--- src/rtl/board_pkg.sv ---
// Shared board definitions: cell encoding, engine FSM states and the 8-direction step tables.
package board_pkg;

  localparam int CELL_EMPTY = 0;
  localparam int CELL_P1    = 1;
  localparam int CELL_P2    = 2;

  typedef enum logic [2:0] {
    S_IDLE,
    S_CHECK,
    S_SCAN,
    S_FLIP,
    S_PLACE,
    S_DONE
  } state_e;

  // Direction order N, NE, E, SE, S, SW, W, NW with N meaning y-1.
  localparam logic signed [1:0] DIR_DX [8] = '{2'sd0, 2'sd1, 2'sd1, 2'sd1, 2'sd0, -2'sd1, -2'sd1, -2'sd1};
  localparam logic signed [1:0] DIR_DY [8] = '{-2'sd1, -2'sd1, 2'sd0, 2'sd1, 2'sd1, 2'sd1, 2'sd0, -2'sd1};

endpackage

--- src/rtl/flip_engine_if.sv ---
// Board access bus between flip_engine (master) and the board storage (slave).
interface flip_engine_if #(
  parameter int width    = 8,
  parameter int height   = 8,
  parameter int busWidth = 8
);
  logic [$clog2(width)-1:0]  readX;
  logic [$clog2(height)-1:0] readY;
  logic [busWidth-1:0]       readValue;
  logic                      writeEn;
  logic [$clog2(width)-1:0]  writeX;
  logic [$clog2(height)-1:0] writeY;
  logic [busWidth-1:0]       writeValue;

  modport master (
    output readX, readY, writeEn, writeX, writeY, writeValue,
    input  readValue
  );

  modport slave (
    input  readX, readY, writeEn, writeX, writeY, writeValue,
    output readValue
  );
endinterface

--- src/rtl/board_cursor.sv ---
// Bounds-checked board cursor: loads base+step(dir), steps forward/back along dir, flags off-board.
module board_cursor
  import board_pkg::*;
#(
  parameter int width  = 8,
  parameter int height = 8
) (
  input  logic                      clk,
  input  logic                      load_i,
  input  logic                      adv_i,
  input  logic                      ret_i,
  input  logic [2:0]                dir_i,
  input  logic [$clog2(width)-1:0]  baseX_i,
  input  logic [$clog2(height)-1:0] baseY_i,
  output logic [$clog2(width)-1:0]  x_o,
  output logic [$clog2(height)-1:0] y_o,
  output logic                      oob_o
);
  localparam int XW = $clog2(width);
  localparam int YW = $clog2(height);
  localparam logic [XW:0] WID_L = (XW+1)'(width);
  localparam logic [YW:0] HGT_L = (YW+1)'(height);

  logic signed [XW:0] x_q, x_d;
  logic signed [YW:0] y_q, y_d;

  function automatic logic signed [XW:0] extX(input logic signed [1:0] s);
    return {{(XW-1){s[1]}}, s};
  endfunction

  function automatic logic signed [YW:0] extY(input logic signed [1:0] s);
    return {{(YW-1){s[1]}}, s};
  endfunction

  always_comb begin
    x_d = x_q;
    y_d = y_q;
    if (load_i) begin
      x_d = $signed({1'b0, baseX_i}) + extX(DIR_DX[dir_i]);
      y_d = $signed({1'b0, baseY_i}) + extY(DIR_DY[dir_i]);
    end else if (adv_i) begin
      x_d = x_q + extX(DIR_DX[dir_i]);
      y_d = y_q + extY(DIR_DY[dir_i]);
    end else if (ret_i) begin
      x_d = x_q - extX(DIR_DX[dir_i]);
      y_d = y_q - extY(DIR_DY[dir_i]);
    end
  end

  always_ff @(posedge clk) begin
    x_q <= x_d;
    y_q <= y_d;
  end

  // The cursor only ever reaches -1..width, so a set top bit means -1 or >= 2^XW.
  assign oob_o = x_q[XW] | ({1'b0, x_q[XW-1:0]} >= WID_L) |
                 y_q[YW] | ({1'b0, y_q[YW-1:0]} >= HGT_L);
  assign x_o = x_q[XW-1:0];
  assign y_o = y_q[YW-1:0];

endmodule

--- src/rtl/flip_engine.sv ---
// Reversi move resolver: scans 8 directions, flips bracketed runs, places the piece, reports legality.
// Optional FLIP_COUNT_EN macro adds the flipCount output (pieces flipped, placed piece excluded).
module flip_engine
  import board_pkg::*;
#(
  parameter int width    = 8,
  parameter int height   = 8,
  parameter int busWidth = 8
) (
  input  logic                          clk,
  input  logic                          reset,
  input  logic                          start,
  input  logic [$clog2(width)-1:0]      moveX,
  input  logic [$clog2(height)-1:0]     moveY,
  input  logic [busWidth-1:0]           player,
  output logic                          busy,
  output logic                          done,
  output logic                          legal,
  flip_engine_if.master                 brd
`ifdef FLIP_COUNT_EN
  ,
  output logic [$clog2(width*height):0] flipCount
`endif
);
  localparam int XW = $clog2(width);
  localparam int YW = $clog2(height);
  localparam int RW = $clog2((width > height) ? width : height) + 1;
  localparam logic [XW:0] WID_L = (XW+1)'(width);
  localparam logic [YW:0] HGT_L = (YW+1)'(height);
  localparam logic [busWidth-1:0] EMPTY_V = busWidth'(CELL_EMPTY);
  localparam logic [busWidth-1:0] P1_V    = busWidth'(CELL_P1);
  localparam logic [busWidth-1:0] P2_V    = busWidth'(CELL_P2);

  state_e              state_q, state_d;
  logic [2:0]          d_q, d_d;
  logic [RW-1:0]       run_q, run_d;
  logic                anyFlip_q, anyFlip_d;
  logic                legal_q, legal_d;
  logic [XW-1:0]       mx_q;
  logic [YW-1:0]       my_q;
  logic [busWidth-1:0] player_q, oppV;
  logic                curLoad, curAdv, curRet, curOob, dirEnd;
  logic [2:0]          curDir;
  logic [XW-1:0]       curX;
  logic [YW-1:0]       curY;
`ifdef FLIP_COUNT_EN
  localparam int CW = $clog2(width*height) + 1;
  logic [CW-1:0]       cnt_q, cnt_d;
`endif

  board_cursor #(.width(width), .height(height)) u_cursor (
    .clk     (clk),
    .load_i  (curLoad),
    .adv_i   (curAdv),
    .ret_i   (curRet),
    .dir_i   (curDir),
    .baseX_i (mx_q),
    .baseY_i (my_q),
    .x_o     (curX),
    .y_o     (curY),
    .oob_o   (curOob)
  );

  assign oppV = (player_q == P1_V) ? P2_V : P1_V;

  always_comb begin
    state_d        = state_q;
    d_d            = d_q;
    run_d          = run_q;
    anyFlip_d      = anyFlip_q;
    legal_d        = legal_q;
    curLoad        = 1'b0;
    curAdv         = 1'b0;
    curRet         = 1'b0;
    curDir         = d_q;
    dirEnd         = 1'b0;
    brd.readX      = '0;
    brd.readY      = '0;
    brd.writeEn    = 1'b0;
    brd.writeX     = '0;
    brd.writeY     = '0;
    brd.writeValue = '0;
`ifdef FLIP_COUNT_EN
    cnt_d          = cnt_q;
`endif
    case (state_q)
      S_IDLE: begin
        if (start) begin
          state_d   = S_CHECK;
          d_d       = 3'd0;
          run_d     = '0;
          anyFlip_d = 1'b0;
          legal_d   = 1'b0;
`ifdef FLIP_COUNT_EN
          cnt_d     = '0;
`endif
        end
      end
      S_CHECK: begin
        brd.readX = mx_q;
        brd.readY = my_q;
        if (({1'b0, mx_q} >= WID_L) || ({1'b0, my_q} >= HGT_L) || (brd.readValue != EMPTY_V)) begin
          legal_d = 1'b0;
          state_d = S_DONE;
        end else begin
          state_d = S_SCAN;
          curLoad = 1'b1;
          curDir  = 3'd0;
          run_d   = '0;
        end
      end
      S_SCAN: begin
        if (curOob) begin
          dirEnd = 1'b1;
        end else begin
          brd.readX = curX;
          brd.readY = curY;
          if (brd.readValue == oppV) begin
            run_d  = run_q + RW'(1);
            curAdv = 1'b1;
          end else if ((brd.readValue == player_q) && (run_q != '0)) begin
            // Step back onto the last opponent cell before flipping toward the target.
            state_d = S_FLIP;
            curRet  = 1'b1;
          end else begin
            dirEnd = 1'b1;
          end
        end
      end
      S_FLIP: begin
        brd.writeEn    = 1'b1;
        brd.writeX     = curX;
        brd.writeY     = curY;
        brd.writeValue = player_q;
        curRet         = 1'b1;
        run_d          = run_q - RW'(1);
`ifdef FLIP_COUNT_EN
        cnt_d          = cnt_q + CW'(1);
`endif
        if (run_q == RW'(1)) begin
          anyFlip_d = 1'b1;
          dirEnd    = 1'b1;
        end
      end
      S_PLACE: begin
        brd.writeEn    = 1'b1;
        brd.writeX     = mx_q;
        brd.writeY     = my_q;
        brd.writeValue = player_q;
        legal_d        = 1'b1;
        state_d        = S_DONE;
      end
      S_DONE: state_d = S_IDLE;
      default: state_d = S_IDLE;
    endcase

    if (dirEnd) begin
      run_d  = '0;
      curRet = 1'b0;
      if (d_q == 3'd7) begin
        state_d = anyFlip_d ? S_PLACE : S_DONE;
        if (!anyFlip_d) legal_d = 1'b0;
      end else begin
        d_d     = d_q + 3'd1;
        curLoad = 1'b1;
        curDir  = d_q + 3'd1;
        state_d = S_SCAN;
      end
    end
  end

  always_ff @(posedge clk) begin
    if (reset) begin
      state_q   <= S_IDLE;
      d_q       <= '0;
      run_q     <= '0;
      anyFlip_q <= 1'b0;
      legal_q   <= 1'b0;
`ifdef FLIP_COUNT_EN
      cnt_q     <= '0;
`endif
    end else begin
      state_q   <= state_d;
      d_q       <= d_d;
      run_q     <= run_d;
      anyFlip_q <= anyFlip_d;
      legal_q   <= legal_d;
`ifdef FLIP_COUNT_EN
      cnt_q     <= cnt_d;
`endif
    end
  end

  always_ff @(posedge clk) begin
    if (state_q == S_IDLE && start) begin
      mx_q     <= moveX;
      my_q     <= moveY;
      player_q <= player;
    end
  end

  assign busy  = (state_q != S_IDLE);
  assign done  = (state_q == S_DONE);
  assign legal = legal_q;
`ifdef FLIP_COUNT_EN
  assign flipCount = cnt_q;
`endif

endmodule

--- src/flat_wrapper.sv ---
// flat-port wrapper written by rule: the top's interface ports become plain ports
module flip_engine_flat import board_pkg::*;
#(
  parameter int width    = 8,
  parameter int height   = 8,
  parameter int busWidth = 8
)
  (clk, reset, start, moveX, moveY, player, busy, done, legal, brd_readX, brd_readY, brd_writeEn, brd_writeX, brd_writeY, brd_writeValue, brd_readValue);
  flip_engine_if #(.width(width), .height(height), .busWidth(busWidth)) brd_i ();
  input  logic clk;
  input  logic reset;
  input  logic start;
  input  logic [$clog2(width)-1:0] moveX;
  input  logic [$clog2(height)-1:0] moveY;
  input  logic [busWidth-1:0] player;
  output logic busy;
  output logic done;
  output logic legal;
  output wire logic [$bits(brd_i.readX)-1:0] brd_readX;
  output wire logic [$bits(brd_i.readY)-1:0] brd_readY;
  output wire logic [$bits(brd_i.writeEn)-1:0] brd_writeEn;
  output wire logic [$bits(brd_i.writeX)-1:0] brd_writeX;
  output wire logic [$bits(brd_i.writeY)-1:0] brd_writeY;
  output wire logic [$bits(brd_i.writeValue)-1:0] brd_writeValue;
  input wire logic [$bits(brd_i.readValue)-1:0] brd_readValue;
  assign brd_readX = brd_i.readX;
  assign brd_readY = brd_i.readY;
  assign brd_writeEn = brd_i.writeEn;
  assign brd_writeX = brd_i.writeX;
  assign brd_writeY = brd_i.writeY;
  assign brd_writeValue = brd_i.writeValue;
  assign brd_i.readValue = brd_readValue;
  flip_engine #(.width(width), .height(height), .busWidth(busWidth)) u_core (.clk(clk), .reset(reset), .start(start), .moveX(moveX), .moveY(moveY), .player(player), .busy(busy), .done(done), .legal(legal), .brd(brd_i));
endmodule
--- config.mk ---
export PLATFORM = sky130hd
export DESIGN_NAME = flip_engine_flat
export DESIGN_NICKNAME = d
export VERILOG_FILES = /design/src/rtl/board_pkg.sv /design/src/rtl/flip_engine_if.sv /design/src/rtl/board_cursor.sv /design/src/rtl/flip_engine.sv /design/src/flat_wrapper.sv
export SDC_FILE = /design/constraint.sdc
export NUM_CORES = 1
export LEC_CHECK = 0
export BUFFER_PORTS_ARGS = -buffer_cell sky130_fd_sc_hd__buf_2
export CAP_MARGIN = 20
export CORE_UTILIZATION = 45
export DETAILED_ROUTE_END_ITERATION = 16
export PLACE_DENSITY = 0.7
export REMOVE_ABC_BUFFERS = 1
export SYNTH_ARGS = -nofsm -noshare
export SYNTH_HDL_FRONTEND = slang
export SYNTH_SLANG_ARGS = --single-unit
--- constraint.sdc ---
create_clock -name clk -period 4.85 [get_ports clk]
set_input_delay 0.97 -clock clk [delete_from_list [all_inputs] [get_ports clk]]
set_output_delay 0.97 -clock clk [all_outputs]
set_load 0.005 [all_outputs]
## Word level (Yosys, flattened, before mapping)

Memory sizes are Yosys's and may differ from the RTL's.
Cells that the tools add are included.

- Bitwise logic cells: 2
- Add/sub/neg operators: 9
- Div/mod/pow operators: 0
- $mul: 0
- Reductions and logical operators: 12
- Multiplexer cells: 67
- Magnitude comparators: 1
- Eq/ne operators: 19
- Shifts and indexed selects: 0

Operator list:

| cell | number |
|---|---|
| 3-bit 2-to-1 mux | 17 |
| 4-bit 2-to-1 mux | 10 |
| 1-bit 2-to-1 mux | 24 |
| 3-bit one-hot mux with 2 select lines | 4 |
| 4-bit by 2-bit adder with 4-bit output | 4 |
| 8-bit equality test | 2 |
| 4-bit one-hot mux with 4 select lines | 1 |
| 3-bit one-hot mux with 5 select lines | 1 |
| 2-bit 2-to-1 mux | 5 |
| 5-bit AND reduction | 2 |
| 3-bit equality test (second input constant) | 3 |
| 8-bit by 1-bit equality test with 1-bit output (second input constant) | 1 |
| 8-bit 2-to-1 mux | 1 |
| 4-bit nonzero test | 2 |
| 8-bit nonzero test | 1 |
| 4-bit by 2-bit subtractor with 4-bit output | 2 |
| 3-bit by 2-bit equality test with 1-bit output (second input constant) | 2 |
| 2-bit inequality test (second input constant) | 3 |
| 3-bit by 2-bit inequality test with 1-bit output (second input constant) | 2 |
| 1-bit one-hot mux with 2 select lines | 3 |
| 3-bit nonzero test | 2 |
| 4-bit by 1-bit adder with 4-bit output (second input constant) | 1 |
| 4-bit by 1-bit equality test with 1-bit output (second input constant) | 1 |
| 4-bit >= comparator (second input constant) | 1 |
| other kinds (12) | 15 |

- Bits in writable memories: 0
- Input bits: 25
- Word-level logic and storage cells: 122
- Bits in read-only memories: 32
- Register bits: 34
- Bits in latches: 0
- Memories: 2

Memory list:

| memory | words | width | rd ports | clocked after memory_dff | wr ports | RTL line | text |
|---|---|---|---|---|---|---|---|
| (name not given) | 8 | 2 | 1 | 0 | 0 | board_cursor.sv:46 | `y_d = y_q - extY(DIR_DY[dir_i]);` |
| (name not given) | 8 | 2 | 1 | 0 | 0 | board_cursor.sv:45 | `x_d = x_q - extX(DIR_DX[dir_i]);` |

## Logic depth before layout (Yosys ltp)

- Word-level depth: 15
- Gate-level depth with buffers: 17

## Cells and area by module

Synthesis repeated with hierarchy kept, for this count alone.

- Cell total of the unflattened synthesis: 270
- Area, all modules: 2660.1 µm²

By module, submodules not included:

| module | area an instance (µm²) | cells each | seq. area each (µm²) | times used |
|---|---|---|---|---|
| flip_engine | 1766.7 | 191 | 660.6 | 1 |
| board_cursor | 893.4 | 79 | 240.2 | 1 |

## Worst setup path after synthesis

Ideal clock, no wire load.

- Path kind: input -> register
- Start point: input brd_readValue[6]
- End point: register u_core.u_cursor.y_q[3], data pin
- Cell stages on the path: 16
- Buffers on the path: 1
- Arrival: 4456 ps
- Setup slack: 131 ps
- Required time: 4588 ps
- Setup time: 262 ps
- Cells stage by stage: xor2_1 > a2111o_1 > nor4_4 > o31ai_2 > a21oi_1 > buf_2 > a32oi_1 > ha_1 > o21ai_0 > ha_1 > a21o_1 > a21oi_1 > xor2_1 > xnor2_1 > o21ai_0 > o22ai_1

- Longest elaborated chain between the ends: 15
- Elaborated cells between the ends (all ways): 29
- Those cells by class: add/sub (3); eq/ne (2); mux (20); bitwise (1); reduce/logical (2); memory (1)

RTL lines:

| what | RTL line | text |
|---|---|---|
| start: declaration | flat_wrapper.sv:25 | `input wire logic [$bits(brd_i.readValue)-1:0] brd_readValue;` |
| 8-bit equality test | flip_engine.sv:121 | `end else if ((brd.readValue == player_q) && (run_q != '0)) begin` |
| 1-bit logical AND | flip_engine.sv:121 |  |
| 1-bit 2-to-1 mux | flip_engine.sv:121 |  |
| 1-bit 2-to-1 mux | flip_engine.sv:118 | `if (brd.readValue == oppV) begin` |
| 1-bit 2-to-1 mux | flip_engine.sv:113 | `if (curOob) begin` |
| 1-bit one-hot mux with 2 select lines | flip_engine.sv:86 | `case (state_q)` |
| 3-bit 2-to-1 mux | flip_engine.sv:157 | `if (dirEnd) begin` |
| 3-bit NOT with 4-bit output (implied by the code) | board_cursor.sv:40, board_cursor.sv:43, board_cursor.sv:46 |  |
| memory read 8 x 2 bit | -- |  |
| 2-bit 2-to-1 mux (implied by the code) (2 in a row) | board_cursor.sv:46 |  |
| 4-bit by 2-bit subtractor with 4-bit output | board_cursor.sv:46 |  |
| 4-bit 2-to-1 mux | board_cursor.sv:44 | `end else if (ret_i) begin` |
| 4-bit 2-to-1 mux | board_cursor.sv:41 | `end else if (adv_i) begin` |
| 4-bit 2-to-1 mux (*) | board_cursor.sv:38 | `if (load_i) begin` |
| via u_core.u_cursor.y_d[3] | board_cursor.sv:25 | `logic signed [YW:0] y_q, y_d;` |
| end signal: assignment | board_cursor.sv:52 | `y_q <= y_d;` |
| end: declaration | board_cursor.sv:25 |  |

Mark *: on every way through the listed nets, which the timed path passes. The rest lies on a longest branch. The select of a mux whose other input is x is not followed.
A chain may end at the register's enable or synchronous reset.

## Final worst setup path

Same ends and word-level chain as after synthesis.

==> flow_summary.ini <==
[final_layout]
n_antenna_cell = 0
area_growth_syn_to_layout_pct = 16.1
final_area_um2 = 3010
fin_cells = 397
nets = 371
drive_gt1_share_pct = 22.8

[global_route]
grt_pass1_wl_um = 9690
grt_overflow = 0
antenna_found_initial = 0
first_global_vias = 2081
track_usage_pct = 20.6
grt_max_degree = 18

[placed_design]
dpl.cell_count = 389
dpl-instance-area_um2 = 2930
gp_congestion = 0.895
hpwl_um = 4490
port_buffers = 48

[worst_setup_path]
cp.required_ns = 4.89
critPathArrivalTime_ns = 4.58
critPathMaxStageDelay_ns = 0.44
crit_fanout = 10
cp-end-kind = register
crit_chain = buf_2, xor2_1, a2111o_1, nor4_4, o31ai_2, and2_4, a32oi_1, ha_1, o21ai_0, ha_1, a21o_1, a21oi_1, xor2_1, xnor2_1, o21ai_0, o22ai_1
slowest_stage = a2111o_1
crit_family = compound AO/OA/AOI/OAI gates
startpoint_type = input port
crit_type = input port to register
path_buf_inv = 1

[floorplan]
die_w_um = 77.8
ios = 49
rows = 27
die_height_um = 77.8
die_area_um2 = 6060
start_util_pct = 46.7
coreArea_um2 = 5540

[sta]
finalHoldViolCount = 0
fmax_mhz = 221
hold_ws_ns = 0.477
tightest_slew_ns = 0.834
post-route-period-util_pct = 93.5
rsz0062_at_grt = false
skew_ns = 0.00935
max_slew_margin_pct = 44.2
fin_crit_ns = 4.53
setup_violations = 0
drv_slew = 0

[cts]
clock-root-buffer = clkbuf_8
cts_resized = 0
cts_tree = done
htreeDepth = 2
clockBufferDepth = 2
insertion_delay_ns = 0.29
clk_pin_slew_worst_paths_ns = 0.07
post_cts_buffers = 0
numCtsBuffers = 5
clock-sinks = 34
hold_buffers = 0

[power]
p_per_area_nw_per_um2 = 225
intPower_w = 0.000485
switchingPower_w = 0.000192
swShare_pct = 28.4
vdd_drop_max_mv = 0.143
leakagePower_nw = 1.28
power.total_w = 0.000677
p_seq_share_pct = 51.0
p_clk_share_pct = 30.7
pwr-share-comb_pct = 18.3

[detailed_routing]
wire_per_inst_um = 14.9
viasPerCell = 5.55
ant_nets = 0
firstDrtPassIters = 4
drc = 0
via_count = 2205
drt-initial-drc-count = 146
wirelength_um = 5910

[yosys]
synth_seq_cells = 34
syn_area_um2 = 2590
yosysTopAreaCell = edfxtp_1
synth_cell_types = 61
syn_avg_cell_area_um2 = 9.52
synth_top_area_share_pct = 25.5
async_reset_ff_share_pct = 0
yosys_warnings = 0
synth_common_cells = nor2_1, edfxtp_1, ha_1
synth.most_common_cell = nor2_1
synth_area_leaders = edfxtp_1, dfxtp_1, ha_1
synth_ff_type = edfxtp_1
synth_cells = 272
synth_edf_count = 22
seq_area_frac_synth_pct = 34.8

[worst_hold_path]
hold_path.class = register to register

[outcome]
outcome = completed

[job]
cap_viol_max_count = 0
==> worst min-delay path: stages (launching register included) <==
cell and delay, ns:
dfxtp_1 0.32, nand2_1 0.06, a211oi_1 0.05
==> final cells by class <==
type                    instances  area, um2
inverters                      16       60.1
repair buffers                 55        293
clock buffers                   8       80.1
well taps                      72       90.1
flip-flops and latches         34        901
multi-input cells             212       1580
fillers                       545       2530
==> final timing paths <==
check        cells past startpoint  slack, ns                                to                           start
max                             16       0.32  u_core.u_cursor.y_q[3]$_DFFE_PP_                brd_readValue[6]
min                              2       0.48           u_core.legal$_SDFF_PP0_         u_core.legal$_SDFF_PP0_
max reg2reg                     13       0.45  u_core.u_cursor.y_q[3]$_DFFE_PP_  u_core.state_q[1]$_SDFFE_PP0P_
min reg2reg                      2       0.48           u_core.legal$_SDFF_PP0_         u_core.legal$_SDFF_PP0_
==> kinds of logic (layout without fill, tap and decap cells) <==
| kind of cell | after synthesis | count (layout) | synth area share (%) |
|---|---|---|---|
| AOI/OAI and AO/OA | 71 | 71 | 20.3 |
| xor gates and xnor gates | 20 | 20 | 6.77 |
| adders and majority gates | 22 | 22 | 11.8 |
| buffers and inverters | 26 | 79 | 4.11 |
| DFF | 34 | 34 | 34.8 |
| muxes | 6 | 6 | 2.42 |
| and+or+nand+nor | 93 | 93 | 19.9 |
==> sequential cells by signal (all words and copies together) (netlist names), 3 cells and up <==
signal               flops
u_core.state_q           3
u_core.d_q               3
u_core.player_q          8
u_core.mx_q              3
u_core.u_cursor.y_q      4
u_core.my_q              3
u_core.run_q             4
u_core.u_cursor.x_q      4
==> per-layer routing <==
layer	wire (um)	track usage (%)	vias to the layer above
met2	2760	32.0	63
met4	74	6.79	0
met1	2750	28.3	1033
li1	-	-	1102
met5	0	0	-
met3	321	4.35	7
==> placed cells by master, fill, tap and decap left out, types with 4 or more instances in the layout <==
master	synthesis	routed
o21ai_0	9	9
fa_1	4	4
dfxtp_1	12	12
buf_2	1	48
xor2_1	8	8
a21oi_1	16	16
inv_1	16	16
and2_1	4	4
buf_4	0	7
a21o_1	4	4
a22o_1	13	13
nand2_1	15	15
a211oi_1	4	4
nor3_1	4	4
nor2_1	29	29
mux2i_1	4	4
clkbuf_8	0	5
xnor2_1	12	12
ha_1	18	18
nand3_1	6	6
nor2b_1	13	13
edfxtp_1	22	22
==> through the flow <==
stage / TNS, ns / worst slack [ns] / utilization, %
floorplan: -0.0983 / -0.0983 / -
global placement: 0 / 0.232 / 52.8
detailed placement: 0 / 0.0205 / 52.8
CTS: 0 / 0.316 / 54.2
global route: 0 / 0.0226 / 54.2
finish: 0 / 0.315 / 54.2
==> power groups by stage <==
| stage | Combinational, W | Clock (W) | Sequential (W) |
|---|---|---|---|
| after floorplan | 0.0000772 | 0 | 0.000346 |
| after global placement | 0.000122 | 0 | 0.000351 |
| after detailed placement | 0.000125 | 0 | 0.000351 |
| after CTS | 0.000125 | 0.000210 | 0.000345 |
| after global routing | 0.000138 | 0.000224 | 0.000348 |
| final | 0.000124 | 0.000208 | 0.000346 |
Note: power is estimated with default switching activity, not from simulation.
